[src/rtl/gesture_vend_ctrl.sv]
// Gesture-driven vending controller.
// A customer browses four items with a "next" gesture, pays with 5/10 coin
// gestures, then confirms. The controller either vends (returning change) or
// refunds. Idle customers are timed out, and the result is shown for a fixed
// dwell time.
//
// Ports:
//   clk        - sole clock, rising edge
//   rst        - asynchronous active-high reset
//   flag[3:0]  - one-cycle gesture pulses: [0] coin 5, [1] coin 10,
//                [2] select-next, [3] confirm/cancel
//   price_put  - amount paid so far
//   price_need - price of the selected item
//   price_out  - change (vend) or refund amount
//   led_value  - {vend_ok, item one-hot[3:0]}
module gesture_vend_ctrl #(
  parameter int unsigned PRICE0      = 15,
  parameter int unsigned PRICE1      = 20,
  parameter int unsigned PRICE2      = 25,
  parameter int unsigned PRICE3      = 35,
  parameter int unsigned TIMEOUT_CYC = 500_000_000,
  parameter int unsigned SHOW_CYC    = 150_000_000
) (
  input  logic       clk,
  input  logic       rst,
  input  logic [3:0] flag,
  output logic [6:0] price_put,
  output logic [6:0] price_need,
  output logic [6:0] price_out,
  output logic [4:0] led_value
);

  localparam int unsigned CntMax = (TIMEOUT_CYC > SHOW_CYC) ? TIMEOUT_CYC : SHOW_CYC;
  localparam int unsigned CntW   = $clog2(CntMax + 1);

  typedef enum logic [2:0] {StIdle, StSelect, StPay, StVend, StRefund} state_e;

  state_e          state_q, state_d;
  logic [1:0]      item_q, item_d;
  // Shared between the idle timeout (SELECT/PAY) and the dwell (VEND/REFUND).
  logic [CntW-1:0] cnt_q, cnt_d;
  logic [6:0]      put_q, put_d;
  logic [6:0]      need_q, need_d;
  logic [6:0]      out_q, out_d;
  logic [4:0]      led_q, led_d;

  logic       ev_valid, ev_coin, ev_next, ev_conf;
  logic [7:0] coin_sum;
  logic [6:0] put_coin;

  function automatic logic [6:0] price_of(input logic [1:0] item);
    logic [6:0] p;
    unique case (item)
      2'd0:    p = 7'(PRICE0);
      2'd1:    p = 7'(PRICE1);
      2'd2:    p = 7'(PRICE2);
      default: p = 7'(PRICE3);
    endcase
    return p;
  endfunction

  // Multi-bit or empty flag words are not events.
  assign ev_valid = $onehot(flag);
  assign ev_coin  = ev_valid & (flag[0] | flag[1]);
  assign ev_next  = ev_valid & flag[2];
  assign ev_conf  = ev_valid & flag[3];

  // 8-bit sum so the clamp sees the true total.
  assign coin_sum = {1'b0, put_q} + (flag[1] ? 8'd10 : 8'd5);
  assign put_coin = (coin_sum > 8'd99) ? 7'd99 : coin_sum[6:0];

  always_comb begin
    state_d = state_q;
    item_d  = item_q;
    cnt_d   = cnt_q;
    put_d   = put_q;
    need_d  = need_q;
    out_d   = out_q;

    unique case (state_q)
      StIdle: begin
        if (ev_next) begin
          state_d = StSelect;
          item_d  = 2'd0;
          need_d  = price_of(2'd0);
          put_d   = 7'd0;
          out_d   = 7'd0;
          cnt_d   = '0;
        end
      end

      StSelect, StPay: begin
        if (ev_valid) begin
          cnt_d = '0;
          if (ev_next) begin
            // Item is locked once money is in.
            if (state_q == StSelect) begin
              item_d = item_q + 2'd1;
              need_d = price_of(item_q + 2'd1);
            end
          end else if (ev_coin) begin
            state_d = StPay;
            put_d   = put_coin;
          end else if (ev_conf) begin
            if (state_q == StSelect) begin
              state_d = StIdle;
              item_d  = 2'd0;
              need_d  = 7'd0;
              put_d   = 7'd0;
              out_d   = 7'd0;
            end else if (put_q >= need_q) begin
              state_d = StVend;
              out_d   = put_q - need_q;
            end else begin
              state_d = StRefund;
              out_d   = put_q;
            end
          end
        end else if (cnt_q == CntW'(TIMEOUT_CYC - 1)) begin
          state_d = StRefund;
          out_d   = put_q;
          cnt_d   = '0;
        end else begin
          cnt_d = cnt_q + 1'b1;
        end
      end

      StVend, StRefund: begin
        if (cnt_q == CntW'(SHOW_CYC - 1)) begin
          state_d = StIdle;
          item_d  = 2'd0;
          need_d  = 7'd0;
          put_d   = 7'd0;
          out_d   = 7'd0;
          cnt_d   = '0;
        end else begin
          cnt_d = cnt_q + 1'b1;
        end
      end

      default: begin
        state_d = StIdle;
        item_d  = 2'd0;
        need_d  = 7'd0;
        put_d   = 7'd0;
        out_d   = 7'd0;
        cnt_d   = '0;
      end
    endcase

    // LEDs are registered from the next state so they change with the other outputs.
    led_d = 5'd0;
    unique case (state_d)
      StSelect, StPay: led_d = {1'b0, 4'b0001 << item_d};
      StVend:          led_d = {1'b1, 4'b0001 << item_d};
      default:         led_d = 5'd0;
    endcase
  end

  always_ff @(posedge clk or posedge rst) begin
    if (rst) begin
      state_q <= StIdle;
      item_q  <= 2'd0;
      cnt_q   <= '0;
      put_q   <= 7'd0;
      need_q  <= 7'd0;
      out_q   <= 7'd0;
      led_q   <= 5'd0;
    end else begin
      state_q <= state_d;
      item_q  <= item_d;
      cnt_q   <= cnt_d;
      put_q   <= put_d;
      need_q  <= need_d;
      out_q   <= out_d;
      led_q   <= led_d;
    end
  end

  assign price_put  = put_q;
  assign price_need = need_q;
  assign price_out  = out_q;
  assign led_value  = led_q;

endmodule

[config.mk]
export PLATFORM = sky130hd
export DESIGN_NAME = gesture_vend_ctrl
export DESIGN_NICKNAME = d
export VERILOG_FILES = /design/src/rtl/gesture_vend_ctrl.sv
export SDC_FILE = /design/constraint.sdc
export NUM_CORES = 1
export LEC_CHECK = 0
export CORE_MARGIN = 4
export CORE_UTILIZATION = 25
export CTS_CLUSTER_SIZE = 28
export DETAILED_ROUTE_END_ITERATION = 10
export SLEW_MARGIN = 10
export SYNTH_ARGS = -nofsm -noshare
export SYNTH_HDL_FRONTEND = slang
export SYNTH_SLANG_ARGS = --single-unit
[constraint.sdc]
create_clock -name clk -period 6.1 [get_ports clk]
set_input_delay 1.22 -clock clk [delete_from_list [all_inputs] [get_ports clk]]
set_output_delay 1.22 -clock clk [all_outputs]
set_load 0.01 [all_outputs]
### Yosys cells after proc, flatten, opt, wreduce, memory -nomap -nowiden

Index checks and enable logic that the tools add are counted.

| storage, ports and cells | value |
|---|---|
| input bits | 6 |
| memories | 0 |
| flip-flop bits (word level) | 60 |
| latch bits | 0 |
| memory bits (writable) | 0 |
| bits in read-only memories | 0 |
| logic and storage cells | 104 |
| output and inout bits | 26 |

| cells by class | value |
|---|---|
| reductions and logical operators | 8 |
| multipliers | 0 |
| bitwise operators | 4 |
| shift-type cells | 1 |
| order comparisons | 2 |
| add/sub/neg operators | 7 |
| muxes and demuxes | 50 |
| divide/modulo/power cells | 0 |
| eq/ne operators | 25 |

Operators with widths:

| operator | count |
|---|---|
| 7-bit 2-to-1 mux | 20 |
| 29-bit 2-to-1 mux | 4 |
| 29-bit one-hot mux with 3 select lines | 1 |
| 7-bit one-hot mux with 3 select lines | 3 |
| 29-bit by 1-bit adder with 29-bit output, second input constant | 1 |
| 29-bit by 28-bit == test with 1-bit output, second input constant | 1 |
| 29-bit == test, second input constant | 1 |
| 3-bit 2-to-1 mux | 9 |
| 3-bit inequality test, second input constant | 8 |
| 6-bit one-hot mux with 3 select lines | 1 |
| 6-bit AND reduction | 3 |
| 2-bit 2-to-1 mux | 8 |
| 3-bit by 2-bit == test with 1-bit output, second input constant | 4 |
| 2-bit inequality test, second input constant | 5 |
| 5-bit one-hot mux with 2 select lines | 1 |
| 3-bit by 1-bit == test with 1-bit output, second input constant | 3 |
| 3-bit one-hot mux with 3 select lines | 1 |
| 7-bit by 4-bit adder with 8-bit output | 1 |
| 8-bit by 7-bit > comparator with 1-bit output, second input constant | 1 |
| 7-bit >= comparator | 1 |
| 7-bit subtractor | 1 |
| 2-bit one-hot mux with 3 select lines | 1 |
| 2-bit OR reduction | 3 |
| 1-bit by 1-bit adder with 2-bit output | 2 |
| other kinds (11) | 13 |

### Depth between registers and ports, before layout

| logic depth | value |
|---|---|
| word-level depth | 12 |
| depth in mapped cells | 14 |
| mapped depth without buffers | 12 |

### Worst setup path before layout

Ideal clock, no wire load.

| timing path | value |
|---|---|
| kind | input -> register |
| from | input flag[0] |
| to | register out_q[5], in the netlist price_out[5] |
| arrival | 3.859 ns |
| required time | 5.975 ns |
| library setup time | 0.125 ns |
| setup slack | 2.116 ns |
| cell stages on the path | 12 |
| path through | inv_1 fa_1 inv_1 ha_1 ha_1 or3b_2 buf_2 nand3b_1 a21oi_2 nor3b_2 a21boi_4 mux2_2 |

| on the way | value |
|---|---|
| word-level cells in the longest chain between the ends | 6 |
| elaborated cells on any way between the ends | 15 |
| classes of those cells | 2 x add/sub; 6 x eq/ne; 2 x mux; 4 x bitwise; 1 x reduce/logical |

RTL lines:

| what | RTL line | RTL |
|---|---|---|
| from (decl) | 26 | `input logic [3:0] flag,` |
| 1-bit by 1-bit adder with 2-bit output (implied by the code) | 63 | `assign ev_valid = $onehot(flag);` |
| 2-bit by 2-bit adder with 3-bit output (implied by the code) | 63 |  |
| 3-bit by 1-bit == test with 1-bit output | 63 |  |
| 1-bit bitwise AND (on tied branches) | 66, 64, 65 |  |
| 3-bit inequality test (no source line) / 2-bit inequality test (equally long branches) | - |  |
| 6-bit AND reduction (no source line) | - |  |
| to (signal assigned) | 175 | `out_q <= out_d;` |
| to (decl) | 44 | `logic [6:0] out_q, out_d;` |

Several ways; a longest one is shown, not always the timed one.
A chain may end at the register's enable or synchronous reset.

### Final worst setup path

| timing path | value |
|---|---|
| from | input flag[1] |
| to | register out_q[5], in the netlist price_out[5] |

The elaborated chain is that of the path after synthesis.

==> flow_summary_export.csv <==
group,metric,value,unit
drt,routed_wl,8.878,mm
drt,num_vias,3105,
timing,setup_tns,0,ns
synth,synth_top_family_by_area,"simple AND/OR/NAND/NOR gates",
timing,hold_violations,0,
cts,post_cts_resized,0,
timing,rsz0062_at_grt,"no",
timing,period_share,0.8022,
synth,ys_types,71,
place,dp_hpwl,6.508,mm
worst_hold_path,whs_endpoint,"price_out[3]",
global_routing,grt_usage,0.1029,
cts,cts_tree,"built",
timing,maxSlewViolCount,0,
layout,post-route-util,0.3113,
critical_path,r2r_slack,3.13,ns
global_routing,grt_antenna_before_repair,0,
place,io_buffers,30,
floorplan,initial_utilization,0.2583,
worst_hold_path,hold_depth,2,
floorplan,io_pins,32,
layout,syn2layout_area_growth,20.49,%
power,ir_drop,179.5,µV
timing,min_period,4.894,ns
critical_path,reg2reg_to,"price_put[2]",
synth,synth_top_flop_cell,"dfrtp_1",
place,dp_worst_setup_slack,0.9158,ns
global_routing,grt_pass1_vias,3102,
synth,synth_nets,444,
synth,synth-adder-area-share,0.07512,
critical_path,r2r_start,"price_put[0]",
cts,clockRootBuffer,"clkbuf_16",
layout,n_antenna_cell,0,
layout,regArea,1476,µm²
critical_path,worstSetupStartpointType,"input pin",
timing,relSlewSlack,0.3717,
critical_path,crit_fanout,22,
synth,synth_mux_area_frac,0.005931,
floorplan,die_w,131.2,µm
critical_path,required,6.30,ns
global_routing,grt_pass1_wl,14.96,mm
synth,ys_seq_elements,59,
critical_path,reg2reg_depth,9,
critical_path,critPathArrivalTime,5.10,ns
global_routing,gr-total-overflow,0,
drt,vias_per_cell,4.874,
synth,synth_compound_area_frac,0.1802,
floorplan,row_count,44,
synth,synthXorXnorAreaFrac,0.05535,
place,gp_congestion,0.8549,
timing,fin_skew,0.005584,ns
synth,synth_cells,417,
cts,postCtsHoldBufs,0,
cts,clock-sinks,59,
synth,synthSimpleGateAreaFrac,0.2504,
worst_hold_path,hp-start,"price_out[3]",
drt,antenna_left,0,
timing,setup_viol,0,
worst_hold_path,hold_path_class,"reg -> reg",
cts,postCtsSetupBuffers,0,
layout,mostFrequentLayoutCell,"dfrtp_1",
job,drv_cap,0,
layout,final_cell_mix,"dfrtp_1 (59), nor2_1 (45), nand2_1 (34), o21ai_0 (31), clkdlybuf4s50_1 (30)",
cts,clock_path_buffers,2,
cts,cts_buffers,9,
floorplan,dieArea,17230,µm²
run_status,status,"finished clean",
synth,synth-edff-count,0,
critical_path,startpoint,"flag[1]",
drt,first_iter_violations,202,
cts,clock_latency,0.32,ns
layout,drive_gt1_frac,0.09713,
cts,path_clk_slew,0.05,ns
layout,num-fill-cells,1505,
cts,h-tree-depth,3,
floorplan,die_h,131.2,µm
drt,drc,0,
drt,drtPass1Iterations,4,
critical_path,endpoint_kind,"flip-flop",
timing,fin_ws,1.206,ns
global_routing,grt_max_degree,60,
synth,synth_seq_area_share,0.3888,
drt,wire_per_inst,13.94,µm
synth,synthArstFlopShare,1.000,
synth,syn-cell-area,3797,µm²
power,p_leak,2.011,nW
layout,nets,475,
power,powerDensity,326.3,nW/µm²
timing,tightest_slew,0.9390,ns
layout,multiInputGateArea,2157,µm²
floorplan,coreArea,14700,µm²
synth,syn_avg_cell_area,9.106,µm²
critical_path,path_class,"in -> reg",
timing,fmax,204.3,MHz
synth,ys_warn_count,0,
[worst max path at each step]
stage / to / slack, ns / depth (start not counted)
CTS: price_out[5] / 1.22 / 13
detailed placement: price_out[5] / 0.92 / 13
floorplan: price_out[5] / 2.12 / 12
global placement: price_out[5] / 0.98 / 13
finish: price_out[5] / 1.21 / 13
global route: price_out[5] / 1.05 / 13
[cells in the mapped netlist (6+ instances only)]
cell type | number | area (µm²)
dfrtp_1 | 59 | 1476
nor2b_1 | 7 | 43.79
nand3_1 | 14 | 70.07
inv_1 | 26 | 97.59
a21oi_2 | 6 | 52.55
nand2_1 | 34 | 127.6
o21ai_0 | 31 | 155.2
nand4_1 | 8 | 50.05
nor2_1 | 45 | 168.9
xor2_1 | 17 | 148.9
and3_1 | 12 | 75.07
ha_1 | 18 | 225.2
xnor2_1 | 7 | 61.31
a21oi_1 | 19 | 95.09
[power breakdown]
part,internal [W],switching (W),total [W]
clock,0.000325,0.000173,0.000497
sequential,0.000443,0.0000460,0.000489
combinational,0.000220,0.000286,0.000507
total,0.000988,0.000505,0.00149
[cell type report]
cell class,instances,area share
clock inverter,5,0.01148
clock buffer,11,0.05305
multi-input combinational,319,0.4714
sequential,59,0.3227
timing repair buffer,32,0.06891
tap,184,0.05031
inverter,27,0.02215
[layer usage]
layer	up-vias	routed length (µm)	track usage
li1	1537	-	-
met1	1511	4171	0.1311
met2	47	4305	0.1694
met3	10	259	0.03096
met4	0	142	0.03092
met5	-	0	0
[cell families after synthesis]
logic type | count (synthesis)
other | 1
adders and majority gates | 21
muxes | 2
and+or+nand+nor | 167
AOI/OAI and AO/OA | 104
buffers and inverters | 39
xor gates and xnor gates | 24
DFF | 59
[per-stage QoR]
step / cell area [µm²] / hold WS, ns / total power (W) / instances
global placement: 4280 / 0.4854 / 0.0009860 / 621
floorplan: 3797 / 0.4571 / 0.0008372 / 417
global route: 4576 / 0.5458 / 0.001588 / 637
CTS: 4576 / 0.5193 / 0.001511 / 637
detailed placement: 4280 / 0.5063 / 0.001003 / 621
finish: 4576 / 0.5157 / 0.001493 / 637
[flip-flops by register name (all words and copies together), names as in the netlist]
name and cells:
led_value 5, price_need 6, state_q 3, price_out 7, cnt_q 29, item_q 2, price_put 7
[worst max-delay path, cell delays in order]
cell	delay (ns)
clkdlybuf4s50_1	0.59
inv_1	0.15
fa_1	0.53
inv_1	0.05
ha_1	0.17
ha_1	0.29
or3b_2	0.59
nand3b_1	0.15
a21oi_2	0.07
nor3b_2	0.16
buf_4	0.27
a21boi_4	0.46
mux2_2	0.38
Note: power is estimated with default switching activity, not from simulation.
==> variant (config.mk and constraints unchanged) <==
Set the parameter `TIMEOUT_CYC` to 2_000_000_000 (it was 500_000_000).
--- a/src/rtl/gesture_vend_ctrl.sv
+++ b/src/rtl/gesture_vend_ctrl.sv
@@ -18,7 +18,7 @@
   parameter int unsigned PRICE1      = 20,
   parameter int unsigned PRICE2      = 25,
   parameter int unsigned PRICE3      = 35,
-  parameter int unsigned TIMEOUT_CYC = 500_000_000,
+  parameter int unsigned TIMEOUT_CYC = 2_000_000_000,
   parameter int unsigned SHOW_CYC    = 150_000_000
 ) (
   input  logic       clk,
Check against the original RTL: same outputs for any inputs over 4 cycles, from zero or initial values and one cycle with rst high; that may be too few to reach the edited logic, so the function may still have changed.
==> variant against the unedited design <==
Critical path depth shrank 1; critical path type unchanged; setup slack improved by 0.31 ns; wire length grew 7.4%; sequential power rose by 9.8%; via count up 8.7%; sequential cell count rose by 2; fmax is 6.9% higher; largest power group unchanged; area after synthesis rose by 5.3%; design area increased by 4.6%; power is 22% higher.
==> variant: results (changes against the unedited design) <==
- The register area share after synthesis is 38.18% (-0.70 points).
- The initial detailed-routing violation count came to 273 (+35%).
- By area the synthesized netlist is led by dfrtp_1, ha_1, nor2_1.
* Count of distinct cell types in the synthesized netlist: 69 (-2.8%)
- The pre-CTS setup slack is 1.199 ns (+0.2834 ns).
- The register share of the cell area is 31.88% (-0.39 points).
- The count of filler cells inserted in the layout was 1,611 (+7.0%).
- The worst reg2reg path depth came to 5 (-4).
* Fraction of final layout cells with drive strength greater than 1: 7.741% (-2.0 points)
- Pin count of the biggest net entering global routing: 62 (+3.3%)
- Run status: finished, final reports clean
- Inverter count: 24 (-11%)
- Leading post-synthesis cells by instance count: dfrtp_1, nor2_1, nand2_1
* Family with the most delay on the worst path: adder cells
- Final net count: 500 (+5.3%)
* Relative slew slack: 39.67% (+2.5 points)
* Maximum fanout along the worst path: 13 (-41%)
- The count of multi-input combinational gates came to 344 (+7.8%).
- The final worst setup slack was 1.520 ns (+0.3140 ns).
- Worst stage delay on the critical path: 0.73 ns (+0.14 ns)
* Number of flip-flops in the largest register: 31 (+6.9%)
* Worst flop-to-flop path startpoint: state_q[2]$_DFF_PP0_
- The fraction of area in clock buffers and inverters came to 6.141% (-0.31 points).
* Multi-input combinational cell area: 0.002291 sq mm (+6.2%)
* Post-detailed-route via-to-cell ratio: 4.897 (+0.46%)
* Startpoint of the worst hold path: price_out[1]$_DFFE_PP0P_
* Post-Syn Nets: 475 (+7.0%)
- Data arrival time of the critical path: 4.80 ns (-0.30 ns)
* Number of global-route vias before repair: 3,253 (+4.9%)
* Number of ordinary and repair buffers in the finished layout: 33 (+3.1%)
* Total length of routed wires: 9.539 mm (+7.4%)
- Clock latency at the later pin of the worst-skew pair: 0.34 ns (+0.02 ns)
* Cell with the largest stage delay on the worst path: a21oi_1
* Crit path to: price_out[4]$_DFFE_PP0P_
- Signal buf overhead: 6.742% (-0.15 points)
* Final RePlAce weighted congestion: 0.8458 (-1.1%)
- The register-to-register setup slack was 3.32 ns (+0.19 ns).
[variant: cell types whose count changed in the layout (fill, tap and decap cells not counted), sizes merged, moves of 3 or more]
cell    change
nor3        +9
and3        -6
a21boi      -3
nand4       +4
a21o        +5
nand2       +7
nand3       +6
a31oi       +6
o21ai       -6
inv         -3
[variant: cells by family after synthesis]
| logic type | count (synthesis) | share of synthesized area (%) |
|---|---|---|
| XOR/XNOR | 25 | 5.477 |
| AO/OA/AOI/OAI | 111 | 19.16 |
| buffers and inverters | 43 | 4.507 |
| other | 1 | 0.09381 |
| adder cells (fa/ha/maj) | 21 | 7.136 |
| AND/OR/NAND/NOR | 183 | 24.63 |
| multiplexers | 3 | 0.8137 |
| flip-flops | 61 | 38.18 |
[variant: power by group]
part	switching [uW]	internal [uW]	leakage [uW]	total, uW
sequential	72.0	465	0.000829	537
clock	178	326	0.000143	503
combinational	491	289	0.00109	780
[variant: layer usage]
| layer | track usage, % | wire, microns | vias to the layer above | share of wire [%] |
|---|---|---|---|---|
| met4 | 4.412 | 157 | 0 | 1.6 |
| met1 | 14.64 | 4653 | 1640 | 49 |
| met3 | 3.167 | 330 | 16 | 3.5 |
| met5 | 0 | 0 | - | 0 |
| li1 | - | - | 1663 | - |
| met2 | 16.96 | 4397 | 55 | 46 |
[variant: through the flow]
| step | instance area, sq um | hold slack (ns) | total power [uW] | cells |
|---|---|---|---|---|
| after global routing | 4788 | 0.5234 | 1959 | 689 |
| after floorplan | 3998 | 0.4627 | 1122 | 448 |
| after detailed placement | 4494 | 0.4836 | 1327 | 673 |
| after CTS | 4788 | 0.4957 | 1841 | 689 |
| final | 4788 | 0.4869 | 1820 | 689 |
| after global placement | 4494 | 0.4728 | 1306 | 673 |
